[src/rtl/stopwatch_ctrl.sv]
// Stopwatch control sequencer: RUN/PAUSE/ADJUST FSM plus the count-tick,
// adjust-rate and blink prescalers. Every output to the counter is a
// registered single-cycle strobe.
// Optional feature: define STOPWATCH_LAP_EN to add the display_hold lap freeze.
module stopwatch_ctrl #(
  parameter int unsigned DIV_TICK  = 100_000_000,
  parameter int unsigned DIV_ADJ   = 50_000_000,
  parameter int unsigned DIV_BLINK = 25_000_000
) (
  input  logic       clk,
  input  logic       reset,
  input  logic       pause_pulse,
  input  logic       clear_pulse,
  input  logic       adjust_sw,
  input  logic       sel_sw,
  output logic       count_en,
  output logic       cnt_clear,
  output logic       adj_inc,
  output logic       adj_sel,
  output logic       blink,
  output logic [1:0] state
`ifdef STOPWATCH_LAP_EN
  ,
  output logic       display_hold
`endif
);

  localparam int TICK_W  = $clog2(DIV_TICK);
  localparam int ADJ_W   = $clog2(DIV_ADJ);
  localparam int BLINK_W = $clog2(DIV_BLINK);

  localparam logic [TICK_W-1:0]  TICK_MAX  = TICK_W'(DIV_TICK - 1);
  localparam logic [ADJ_W-1:0]   ADJ_MAX   = ADJ_W'(DIV_ADJ - 1);
  localparam logic [BLINK_W-1:0] BLINK_MAX = BLINK_W'(DIV_BLINK - 1);

  typedef enum logic [1:0] {
    S_IDLE   = 2'b00,
    S_RUN    = 2'b01,
    S_PAUSE  = 2'b10,
    S_ADJUST = 2'b11
  } state_e;

  state_e              state_q, state_d;
  logic [TICK_W-1:0]   tick_q, tick_d;
  logic [ADJ_W-1:0]    adj_q, adj_d;
  logic [BLINK_W-1:0]  bl_q, bl_d;
  logic                count_en_q, count_en_d;
  logic                cnt_clear_q, cnt_clear_d;
  logic                adj_inc_q, adj_inc_d;
  logic                adj_sel_q, adj_sel_d;
  logic                blink_q, blink_d;
`ifdef STOPWATCH_LAP_EN
  logic                hold_q, hold_d;
  logic                lap_toggle;
`endif

  // Next-state, prescaler and strobe logic for the whole sequencer.
  always_comb begin
    // NOTE: every signal gets a default before any branch so no latch can be inferred.
    state_d     = state_q;
    tick_d      = tick_q;
    adj_d       = '0;
    bl_d        = '0;
    count_en_d  = 1'b0;
    cnt_clear_d = 1'b0;
    adj_inc_d   = 1'b0;
    blink_d     = 1'b0;
    adj_sel_d   = sel_sw;
`ifdef STOPWATCH_LAP_EN
    lap_toggle  = 1'b0;
`endif

    // Mode transitions, highest priority first: clear, adjust, pause.
    if (clear_pulse) begin
      cnt_clear_d = 1'b1;
      if (state_q == S_RUN || state_q == S_PAUSE) begin
        state_d = S_IDLE;
        tick_d  = '0;
      end
    end else begin
      unique case (state_q)
        S_IDLE: begin
          if (adjust_sw) begin
            state_d = S_ADJUST;
          end else if (pause_pulse) begin
            state_d = S_RUN;
            tick_d  = '0;
          end
        end
        S_RUN: begin
`ifdef STOPWATCH_LAP_EN
          if (adjust_sw && pause_pulse) begin
            lap_toggle = 1'b1;
          end else if (pause_pulse) begin
            state_d = S_PAUSE;
          end
`else
          if (pause_pulse) begin
            state_d = S_PAUSE;
          end
`endif
        end
        S_PAUSE: begin
          if (adjust_sw) begin
            state_d = S_ADJUST;
          end else if (pause_pulse) begin
            state_d = S_RUN;
          end
        end
        S_ADJUST: begin
          if (!adjust_sw) begin
            state_d = S_PAUSE;
          end
        end
        default: state_d = S_IDLE;
      endcase
    end

    // The tick prescaler only advances on cycles that stay in RUN, so a
    // pause in the terminal cycle holds the pending tick instead of losing it.
    if (state_q == S_RUN && state_d == S_RUN) begin
      if (tick_q == TICK_MAX) begin
        tick_d     = '0;
        count_en_d = 1'b1;
      end else begin
        tick_d = tick_q + 1'b1;
      end
    end

    // Adjust-rate and blink prescalers live only while ADJUST persists.
    if (state_d == S_ADJUST) begin
      if (state_q != S_ADJUST) begin
        adj_d   = '0;
        bl_d    = '0;
        blink_d = 1'b1;
      end else begin
        if (sel_sw != adj_sel_q) begin
          adj_d = '0;
        end else if (adj_q == ADJ_MAX) begin
          adj_d     = '0;
          adj_inc_d = 1'b1;
        end else begin
          adj_d = adj_q + 1'b1;
        end
        if (bl_q == BLINK_MAX) begin
          bl_d    = '0;
          blink_d = ~blink_q;
        end else begin
          bl_d    = bl_q + 1'b1;
          blink_d = blink_q;
        end
      end
    end

`ifdef STOPWATCH_LAP_EN
    // Lap freeze survives only while RUN persists; any exit or clear drops it.
    if (state_q == S_RUN && state_d == S_RUN) begin
      hold_d = hold_q ^ lap_toggle;
    end else begin
      hold_d = 1'b0;
    end
`endif
  end

  // State, prescaler and output registers with synchronous reset.
  always_ff @(posedge clk) begin
    // NOTE: sequential state uses non-blocking assignments so all registers update together.
    if (reset) begin
      state_q     <= S_IDLE;
      tick_q      <= '0;
      adj_q       <= '0;
      bl_q        <= '0;
      count_en_q  <= 1'b0;
      cnt_clear_q <= 1'b0;
      adj_inc_q   <= 1'b0;
      adj_sel_q   <= 1'b0;
      blink_q     <= 1'b0;
`ifdef STOPWATCH_LAP_EN
      hold_q      <= 1'b0;
`endif
    end else begin
      state_q     <= state_d;
      tick_q      <= tick_d;
      adj_q       <= adj_d;
      bl_q        <= bl_d;
      count_en_q  <= count_en_d;
      cnt_clear_q <= cnt_clear_d;
      adj_inc_q   <= adj_inc_d;
      adj_sel_q   <= adj_sel_d;
      blink_q     <= blink_d;
`ifdef STOPWATCH_LAP_EN
      hold_q      <= hold_d;
`endif
    end
  end

  assign count_en  = count_en_q;
  assign cnt_clear = cnt_clear_q;
  assign adj_inc   = adj_inc_q;
  assign adj_sel   = adj_sel_q;
  assign blink     = blink_q;
  assign state     = state_q;
`ifdef STOPWATCH_LAP_EN
  assign display_hold = hold_q;
`endif

endmodule
[config.mk]
export PLATFORM = sky130hd
export DESIGN_NAME = stopwatch_ctrl
export DESIGN_NICKNAME = d
export VERILOG_FILES = /design/src/rtl/stopwatch_ctrl.sv
export SDC_FILE = /design/constraint.sdc
export NUM_CORES = 1
export LEC_CHECK = 0
export CAP_MARGIN = 20
export CORE_MARGIN = 2
export CORE_UTILIZATION = 68
export CTS_CLUSTER_DIAMETER = 120
export CTS_CLUSTER_SIZE = 10
export DETAILED_ROUTE_END_ITERATION = 8
export DONT_BUFFER_PORTS = 1
export PLACE_DENSITY = 0.88
export SETUP_SLACK_MARGIN = 0.1
export SLEW_MARGIN = 0
export SYNTH_ARGS = -nofsm -noshare
export SYNTH_HDL_FRONTEND = slang
export SYNTH_SLANG_ARGS = --single-unit
[constraint.sdc]
create_clock -name clk -period 4.6 [get_ports clk]
set_clock_uncertainty 0.15 [all_clocks]
set_input_delay 1.15 -clock clk [delete_from_list [all_inputs] [get_ports clk]]
set_output_delay 1.15 -clock clk [all_outputs]
set_load 0.01 [all_outputs]
==> impl_metrics.json, run 1 <==
{
  "clock-sinks": 85,
  "synth_edf_count": 0,
  "antenna_found_initial": 0,
  "cts_buffers": 9,
  "synth_fp_nets": 504,
  "p_sw_frac": 0.225,
  "grt_pass1_wl_mm": 14.1,
  "drt_iter0_markers": 295,
  "cts_resized": 0,
  "core_mm2": 0.00592,
  "setup_tns_ns": 0,
  "grt_busiest_layer": "met2",
  "ys_top_cells_by_count": "dfxtp_1, nor2_1, nand2_1",
  "end_kind": "register",
  "fin_crit_sh": 0.652,
  "fin_nets": 502,
  "row_count": 28,
  "start_util": 0.703,
  "synth_top_area_frac": 0.409,
  "p_seq_frac": 0.543,
  "clkTransAtPathRegs_ns": 0.09,
  "path_class": "reg2reg",
  "cp.arrival_ns": 3.14,
  "max_freq_ghz": 0.333,
  "drt_first_pass_iters": 5,
  "p_int_w": 0.00106,
  "final_hold_viol_count": 0,
  "grt_pass1_vias": 3123,
  "setup.worst_path.start_class": "register",
  "worstHoldPathType": "reg2reg",
  "drtAntennaViolNets": 0,
  "clock_power_share": 0.426,
  "gp_congestion": 0.888,
  "die_w_um": 82.2,
  "cts_setup_buffers": 0,
  "root_buffer": "clkbuf_8",
  "hold_depth": 1,
  "htreeDepth": 3,
  "postSynthAreaPerCell_um2": 8.49,
  "avgViaCountPerCell": 6.14,
  "ys.warnings.count": 0,
  "remaining_drc_errors": 0,
  "grt_overflow_total": 0,
  "drive_gt1_frac": 0.0629,
  "ctsHoldBuffers": 0,
  "syn-cell-area_mm2": 0.00416,
  "crit_fanout": 25,
  "required_ns": 4.74,
  "vias": 3487,
  "setup_slack_ns": 1.60,
  "finalCriticalPeriod_ns": 3.00,
  "peakVddDrop_uv": 356,
  "setup_viol": 0,
  "yosys-top-cells-area": "dfxtp_1, nor2_1, xnor2_1, xor2_1, a31oi_1",
  "place_ws_ns": 1.44,
  "wirelength_mm": 8.26,
  "synth-seq-cells": 85,
  "grt_util_met3": 0.0739,
  "synth_cell_types": 52,
  "outcome": "completed",
  "ff2ff_path_depth": 8,
  "clock_path_buffers": 2,
  "grt_use_met2": 0.424,
  "switchingPower_w": 0.000309,
  "slew_headroom": 0.370,
  "die_y_um": 82.2,
  "wl_per_cell_um": 14.5,
  "io-pin-count": 13,
  "whs_ns": 0.330,
  "rsz0062_at_grt": "no",
  "diodes": 0,
  "post-route-util": 0.746,
  "slew_violations": 0,
  "use_met1": 0.356,
  "synth_most_common_cell": "dfxtp_1",
  "io_buffers": 0,
  "async_flop_share": 0,
  "maxCapViolCount": 0,
  "cts_tree": "done",
  "dieArea_mm2": 0.00676,
  "syn2layout_area_growth_pct": 6.20,
  "p_leak_nw": 1.37,
  "yosysTopAreaCell": "dfxtp_1",
  "power_frac_comb": 0.032,
  "powerDensity_mw_per_mm2": 310,
  "dp_hpwl_mm": 5.74,
  "syn_inst": 490,
  "grt_max_degree": 31,
  "clk_latency_ns": 0.36,
  "grt_usage": 0.268,
  "seq_area_frac_synth": 0.409,
  "worst_pin_slew_ns": 0.944,
  "synthFlopType": "dfxtp_1"
}
per-stage QoR:
| step | cells | total power (W) | cell area, um^2 |
|---|---|---|---|
| 2_1_floorplan | 490 | 0.000795 | 4160 |
| 3_3_place_gp | 552 | 0.000802 | 4200 |
| 5_1_grt | 568 | 0.00141 | 4420 |
| 4_1_cts | 568 | 0.00137 | 4420 |
| 3_5_place_dp | 552 | 0.000804 | 4200 |
| 6_report | 568 | 0.00137 | 4420 |
final timing paths:
check                           start                 endpoint  slack, ns
setup / recovery  state[1]$_SDFF_PP0_  tick_q[25]$_SDFFE_PP0P_       1.60
hold / removal     bl_q[0]$_SDFF_PP0_       bl_q[0]$_SDFF_PP0_       0.33
setup reg to reg  state[1]$_SDFF_PP0_  tick_q[25]$_SDFFE_PP0P_       1.60
hold reg to reg    bl_q[0]$_SDFF_PP0_       bl_q[0]$_SDFF_PP0_       0.33
layer usage:
metal,part of all wire,vias up
met5,0,-
met1,0.46,1619
met2,0.46,100
met4,0.018,0
li1,-,1754
met3,0.063,14
cells by family (layout without fill, tap and decap cells):
family,after synthesis,in the layout,share of synthesized area
compound gates,55,55,0.0908
xor+xnor,55,55,0.116
fa+ha+maj,8,8,0.0241
buf+inv,31,34,0.0334
flops,85,85,0.409
mux,3,3,0.00722
simple gates,253,253,0.320
flip-flops by register name (all words and copies together), names as in the netlist:
signal / count
adj_q: 26
state: 2
adj_sel: 1
count_en: 1
tick_q: 27
adj_inc: 1
bl_q: 25
cnt_clear: 1
blink: 1
cell type report:
type / count / area (um^2)
Timing Repair Buffer: 3 / 22.5
Multi-Input combinational cell: 374 / 2320
Inverter: 15 / 56.3
Sequential cell: 85 / 1700
Fill cell: 422 / 1500
Tap cell: 75 / 93.8
Clock inverter: 7 / 97.6
Clock buffer: 9 / 124
power groups by stage:
stage	clock, W	sequential [W]	combinational, W
6_report	0.000583	0.000743	0.0000436
3_5_place_dp	0	0.000761	0.0000430
2_1_floorplan	0	0.000759	0.0000359
5_1_grt	0.000616	0.000744	0.0000482
3_3_place_gp	0	0.000761	0.0000411
4_1_cts	0.000588	0.000743	0.0000432
critical path, stage by stage (launching register included):
cell and delay (ns):
dfxtp_1 0.52, inv_1 0.12, ha_1 0.26, nor2b_1 0.17, a221o_1 0.36, nor2_2 0.75, buf_4 0.32, o211ai_1 0.10
a31oi_1 0.17
placed cells by master (no fill, tap or decap), types with 3 or more instances in the layout:
cell / synthesis / routed
and2_1: 4 / 4
nand2_1: 37 / 37
ha_1: 8 / 8
and4_1: 8 / 8
nand3_1: 30 / 30
clkbuf_8: 0 / 9
xnor2_1: 28 / 28
a21oi_1: 3 / 3
dfxtp_1: 85 / 85
nand3b_1: 10 / 10
a31oi_1: 26 / 26
nand2b_1: 3 / 3
o21ai_0: 8 / 8
nor4_1: 12 / 12
nor2_1: 74 / 73
nor3_1: 15 / 15
and3_1: 13 / 13
nor3b_1: 3 / 3
inv_1: 15 / 15
buf_4: 0 / 3
nand4_1: 24 / 24
mux2i_1: 3 / 3
xor2_1: 27 / 27
nor2b_1: 6 / 6
No activity file was read; power rests on OpenSTA's default activity.
==> inputs of run 2 (changes only) <==
--- a/config.mk
+++ b/config.mk
@@ -7,12 +7,12 @@
 export LEC_CHECK = 0
 export CAP_MARGIN = 20
 export CORE_MARGIN = 2
-export CORE_UTILIZATION = 68
+export CORE_UTILIZATION = 63
 export CTS_CLUSTER_DIAMETER = 120
 export CTS_CLUSTER_SIZE = 10
 export DETAILED_ROUTE_END_ITERATION = 8
 export DONT_BUFFER_PORTS = 1
-export PLACE_DENSITY = 0.88
+export PLACE_DENSITY = 0.83
 export SETUP_SLACK_MARGIN = 0.1
 export SLEW_MARGIN = 0
 export SYNTH_ARGS = -nofsm -noshare
==> constraint.sdc (replaced) <==
create_clock -name clk -period 3.1 [get_ports clk]
set_clock_uncertainty 0.15 [all_clocks]
set_input_delay 0.775 -clock clk [delete_from_list [all_inputs] [get_ports clk]]
set_output_delay 0.775 -clock clk [all_outputs]
set_load 0.01 [all_outputs]
==> impl_metrics.json, run 2 (same netlist as run 1, synthesis figures left out) <==
{
  "outcome": "completed",
  "setup.worst_path.start_class": "register",
  "ctsHoldBuffers": 0,
  "cp_slowest_cell": "dfxtp_1",
  "crit_family": "simple AND/OR/NAND/NOR gates",
  "drive_gt1_frac": 0.0646,
  "antenna_found_initial": 0,
  "rsz0062_at_grt": "no",
  "drt_first_pass_iters": 5,
  "grt_max_degree": 36,
  "reg2reg_to": "bl_q[23]$_SDFF_PP0_",
  "root_buffer": "clkbuf_8",
  "clock_path_buffers": 2,
  "min_to": "tick_q[5]$_SDFFE_PP0P_",
  "avgViaCountPerCell": 6.13,
  "path_buf_inv": 1,
  "powerDensity_mw_per_mm2": 461,
  "io_buffers": 0,
  "cp.arrival_ns": 2.70,
  "peakVddDrop_uv": 328,
  "setup_tns_ns": 0,
  "clock-sinks": 85,
  "cp-startpoint": "state[1]$_SDFF_PP0_",
  "dp_hpwl_mm": 5.90,
  "place_area_mm2": 0.00421,
  "r2r_setup_slack_ns": 0.54,
  "reg2reg_from": "state[1]$_SDFF_PP0_",
  "maxCapViolCount": 0,
  "grt_pass1_wl_mm": 15.0,
  "vias": 3507,
  "cts_setup_buffers": 0,
  "worstHoldStart": "reset",
  "cts_resized": 0,
  "diodes": 0,
  "die_y_um": 85.3,
  "whs_ns": 0.322,
  "finalCriticalPeriod_ns": 2.56,
  "mostFrequentLayoutCell": "dfxtp_1",
  "ff2ff_path_depth": 7,
  "setup_viol": 0,
  "gp_congestion": 0.806,
  "die_w_um": 85.3,
  "grt_overflow_total": 0,
  "largest-register": "tick_q",
  "p_leak_nw": 1.38,
  "slew_headroom": 0.413,
  "max_freq_ghz": 0.390,
  "clk_latency_ns": 0.36,
  "drt_iter0_markers": 230,
  "start_util": 0.651,
  "final_area_mm2": 0.00444,
  "crit_fanout": 25,
  "fin_crit_sh": 0.827,
  "worstPathCellList": "inv_1, ha_1, nor2b_1, a221o_1, a31oi_2, nand4_4, nor2_1",
  "max_stage_delay_ns": 0.52,
  "grt_usage": 0.251,
  "required_ns": 3.23,
  "slew_violations": 0,
  "remaining_drc_errors": 0,
  "hold_depth": 1,
  "io-pin-count": 13,
  "worstHoldPathType": "in2reg",
  "syn2layout_area_growth_pct": 6.71,
  "cts_tree": "done",
  "wirelength_mm": 8.56,
  "top_regs": "tick_q (27), adj_q (26), bl_q (25)",
  "row_count": 29,
  "end_kind": "register",
  "cts_buffers": 9,
  "final_hold_viol_count": 0,
  "final_cell_mix": "dfxtp_1, nor2_1, nand2_1",
  "path_class": "reg2reg",
  "htreeDepth": 3,
  "core_mm2": 0.00639,
  "wl_per_cell_um": 15.0,
  "worst_pin_slew_ns": 0.873,
  "grt_pass1_vias": 3377,
  "largest_reg_flops": 27,
  "drtAntennaViolNets": 0,
  "fin_nets": 504,
  "dieArea_mm2": 0.00727,
  "clkTransAtPathRegs_ns": 0.09
}
==> run 2: power breakdown <==
group,internal (W),switching (W)
registers,0.00109,0.00000813
logic,0.0000242,0.0000407
clock network,0.000477,0.000401
total,0.00160,0.000450
==> run 2: per-layer routing <==
metal | vias up | track usage | share of wire
met5 | - | 0 | 0
met4 | 0 | 0.0909 | 0.016
met3 | 15 | 0.0554 | 0.045
met2 | 79 | 0.413 | 0.48
met1 | 1667 | 0.323 | 0.46
li1 | 1746 | - | -
==> run 2: area by class of cell <==
| class | count | area, um^2 |
|---|---|---|
| Multi-Input combinational cell | 374 | 2320 |
| Clock inverter | 5 | 83.8 |
| Inverter | 15 | 56.3 |
| Tap cell | 77 | 96.3 |
| Timing Repair Buffer | 5 | 37.5 |
| Sequential cell | 85 | 1700 |
| Clock buffer | 11 | 141 |
| Fill cell | 491 | 1950 |
==> run 2: worst max-delay path by stage <==
stage                                         end  slack, ns  cells past startpoint
final                         bl_q[23]$_SDFF_PP0_       0.54                      7
after global routing           bl_q[2]$_SDFF_PP0_       0.28                      7
after CTS                      bl_q[2]$_SDFF_PP0_       0.53                      7
after detailed placement       bl_q[2]$_SDFF_PP0_       0.56                      7
after global placement         bl_q[2]$_SDFF_PP0_       0.68                      7
after floorplan           tick_q[26]$_SDFFE_PP0P_       0.72                      6
==> run 2: per-stage QoR <==
step,util,setup WS (ns),total power [W],cells
floorplan,-,0.723,0.00118,490
global placement,0.660,0.675,0.00119,556
CTS,0.695,0.533,0.00205,572
detailed placement,0.660,0.559,0.00119,556
global route,0.695,0.280,0.00211,572
finish,0.695,0.537,0.00205,572
==> inputs of run 3 (changes only) <==
==> constraint.sdc (replaced) <==
create_clock -name clk -period 2.45 [get_ports clk]
set_clock_uncertainty 0.15 [all_clocks]
set_input_delay 0.6125 -clock clk [delete_from_list [all_inputs] [get_ports clk]]
set_output_delay 0.6125 -clock clk [all_outputs]
set_load 0.01 [all_outputs]
==> impl_metrics.json, run 3 (same netlist as run 1, synthesis figures left out) <==
{
  "wirelength_mm": 9.32,
  "drt_iter0_markers": 191,
  "root_buffer": "clkbuf_8",
  "switchingPower_w": 0.000606,
  "p_sw_frac": 0.221,
  "htreeDepth": 3,
  "ctsHoldBuffers": 0,
  "worstHoldStart": "reset",
  "antenna_found_initial": 0,
  "avgViaCountPerCell": 6.18,
  "path_class": "reg2reg",
  "slew_violations": 0,
  "grt_max_degree": 36,
  "cp_slowest_cell": "dfxtp_1",
  "setup_tns_ns": 0,
  "required_ns": 2.56,
  "io-pin-count": 13,
  "vias": 3582,
  "max_stage_delay_ns": 0.32,
  "remaining_drc_errors": 0,
  "final_hold_viol_count": 0,
  "maxCapViolCount": 0,
  "dieArea_mm2": 0.00727,
  "r2r_setup_slack_ns": 0.22,
  "fin_crit_sh": 0.911,
  "p_seq_frac": 0.507,
  "worstPathCellList": "buf_4, ha_1, buf_4, a211o_1, nand2_1, a31oi_4, nand4_2, buf_4, nor2_1",
  "diodes": 0,
  "stdcell_count": 580,
  "cp.arrival_ns": 2.34,
  "outcome": "completed",
  "drt_first_pass_iters": 4,
  "hold_depth": 1,
  "powerDensity_mw_per_mm2": 597,
  "wl_per_cell_um": 16.1,
  "cts_tree": "done",
  "largest-register": "tick_q",
  "ff2ff_path_depth": 9,
  "mostFrequentLayoutCell": "dfxtp_1",
  "grt_pass1_vias": 3309,
  "syn2layout_area_growth_pct": 10.5,
  "worstHoldPathType": "in2reg",
  "place_inst": 562,
  "finalCriticalPeriod_ns": 2.23,
  "grt_overflow_total": 0,
  "gp_congestion": 0.878,
  "worst_pin_slew_ns": 0.659,
  "clock-sinks": 85,
  "min_to": "tick_q[5]$_SDFFE_PP0P_",
  "dp_hpwl_mm": 6.14,
  "fin_nets": 512,
  "io_buffers": 0,
  "cts_buffers": 9,
  "clock_power_share": 0.451,
  "max_freq_ghz": 0.448,
  "end_kind": "register",
  "setup.worst_path.start_class": "register",
  "seq_area_mm2": 0.00170,
  "slew_headroom": 0.556,
  "die_w_um": 85.3,
  "clock_path_buffers": 2,
  "multi_input_area_mm2": 0.00238,
  "setup_viol": 0,
  "clk_latency_ns": 0.37,
  "p_leak_nw": 1.45,
  "start_util": 0.651,
  "rsz0062_at_grt": "no",
  "p_int_w": 0.00214,
  "top_regs": "tick_q (27), adj_q (26), bl_q (25)",
  "largest_reg_flops": 27,
  "grt_usage": 0.267,
  "power_frac_comb": 0.042,
  "final_cell_mix": "dfxtp_1, nor2_1, nand2_1",
  "drive_gt1_frac": 0.0915,
  "core_mm2": 0.00639,
  "row_count": 29,
  "fillers": 464,
  "drtAntennaViolNets": 0,
  "peakVddDrop_uv": 441,
  "crit_fanout": 26,
  "clkTransAtPathRegs_ns": 0.09,
  "die_y_um": 85.3,
  "reg2reg_to": "adj_q[25]$_SDFF_PP0_",
  "reg2reg_from": "state[1]$_SDFF_PP0_",
  "crit_path_frequent_cell": "buf_4",
  "grt_pass1_wl_mm": 15.5
}
## run 3: repair_timing
item,4_1_cts,5_1_grt
setup endpoints to repair,3,71
pin swaps,1,2
gates cloned,0,1
buffers inserted,0,1
gates resized for setup,0,10
## run 3: cell type report
type / count / area share
clock buffers: 11 / 0.0307
clock inverters: 5 / 0.0231
inverters: 15 / 0.0122
multi-input cells: 375 / 0.518
flip-flops and latches: 85 / 0.370
well taps: 77 / 0.0210
repair buffers: 12 / 0.0250
## run 3: layer usage
layer / vias up / global-route usage / share of wire
li1: 1772 / - / -
met1: 1698 / 0.340 / 0.44
met2: 96 / 0.436 / 0.50
met3: 16 / 0.0613 / 0.047
met4: 0 / 0.111 / 0.018
met5: - / 0 / 0
## run 3: critical path: cells and delay by family (launching register included)
family / cells / cell delay (ns)
flip-flops: 1 / 0.32
AND/OR/NAND/NOR: 3 / 0.32
buffers and inverters: 3 / 0.63
adder cells (fa/ha/maj): 1 / 0.22
AO/OA/AOI/OAI: 2 / 0.48
## run 3: power by group through the flow
stage / Sequential [W] / Clock [W] / Combinational (W)
2_1_floorplan: 0.00143 / 0 / 0.0000674
3_3_place_gp: 0.00142 / 0 / 0.0000880
3_5_place_dp: 0.00142 / 0 / 0.0000917
4_1_cts: 0.00139 / 0.00124 / 0.0000933
5_1_grt: 0.00139 / 0.00130 / 0.000126
6_report: 0.00139 / 0.00124 / 0.000116
## run 3: stage by stage
| stage | area, um^2 | total power, W | setup WS (ns) | hold slack, ns | util |
|---|---|---|---|---|---|
| after floorplan | 4160 | 0.00149 | 0.154 | 0.283 | - |
| after global placement | 4270 | 0.00151 | 0.245 | 0.301 | 0.669 |
| after detailed placement | 4270 | 0.00152 | 0.111 | 0.308 | 0.669 |
| after CTS | 4520 | 0.00273 | 0.0968 | 0.142 | 0.708 |
| after global routing | 4600 | 0.00282 | 0.107 | 0.137 | 0.720 |
| final | 4600 | 0.00275 | 0.218 | 0.152 | 0.720 |
## run 3: worst max path at each step
stage / end / slack (ns) / depth (start not counted) / start
CTS: bl_q[11]$_SDFF_PP0_ / 0.1 / 6 / state[0]$_SDFF_PP0_
global route: adj_q[23]$_SDFF_PP0_ / 0.11 / 6 / adj_q[16]$_SDFF_PP0_
floorplan: tick_q[26]$_SDFFE_PP0P_ / 0.15 / 8 / state[1]$_SDFF_PP0_
finish: adj_q[25]$_SDFF_PP0_ / 0.22 / 9 / state[1]$_SDFF_PP0_
detailed placement: bl_q[12]$_SDFF_PP0_ / 0.11 / 6 / state[0]$_SDFF_PP0_
global placement: tick_q[24]$_SDFFE_PP0P_ / 0.25 / 7 / state[0]$_SDFF_PP0_
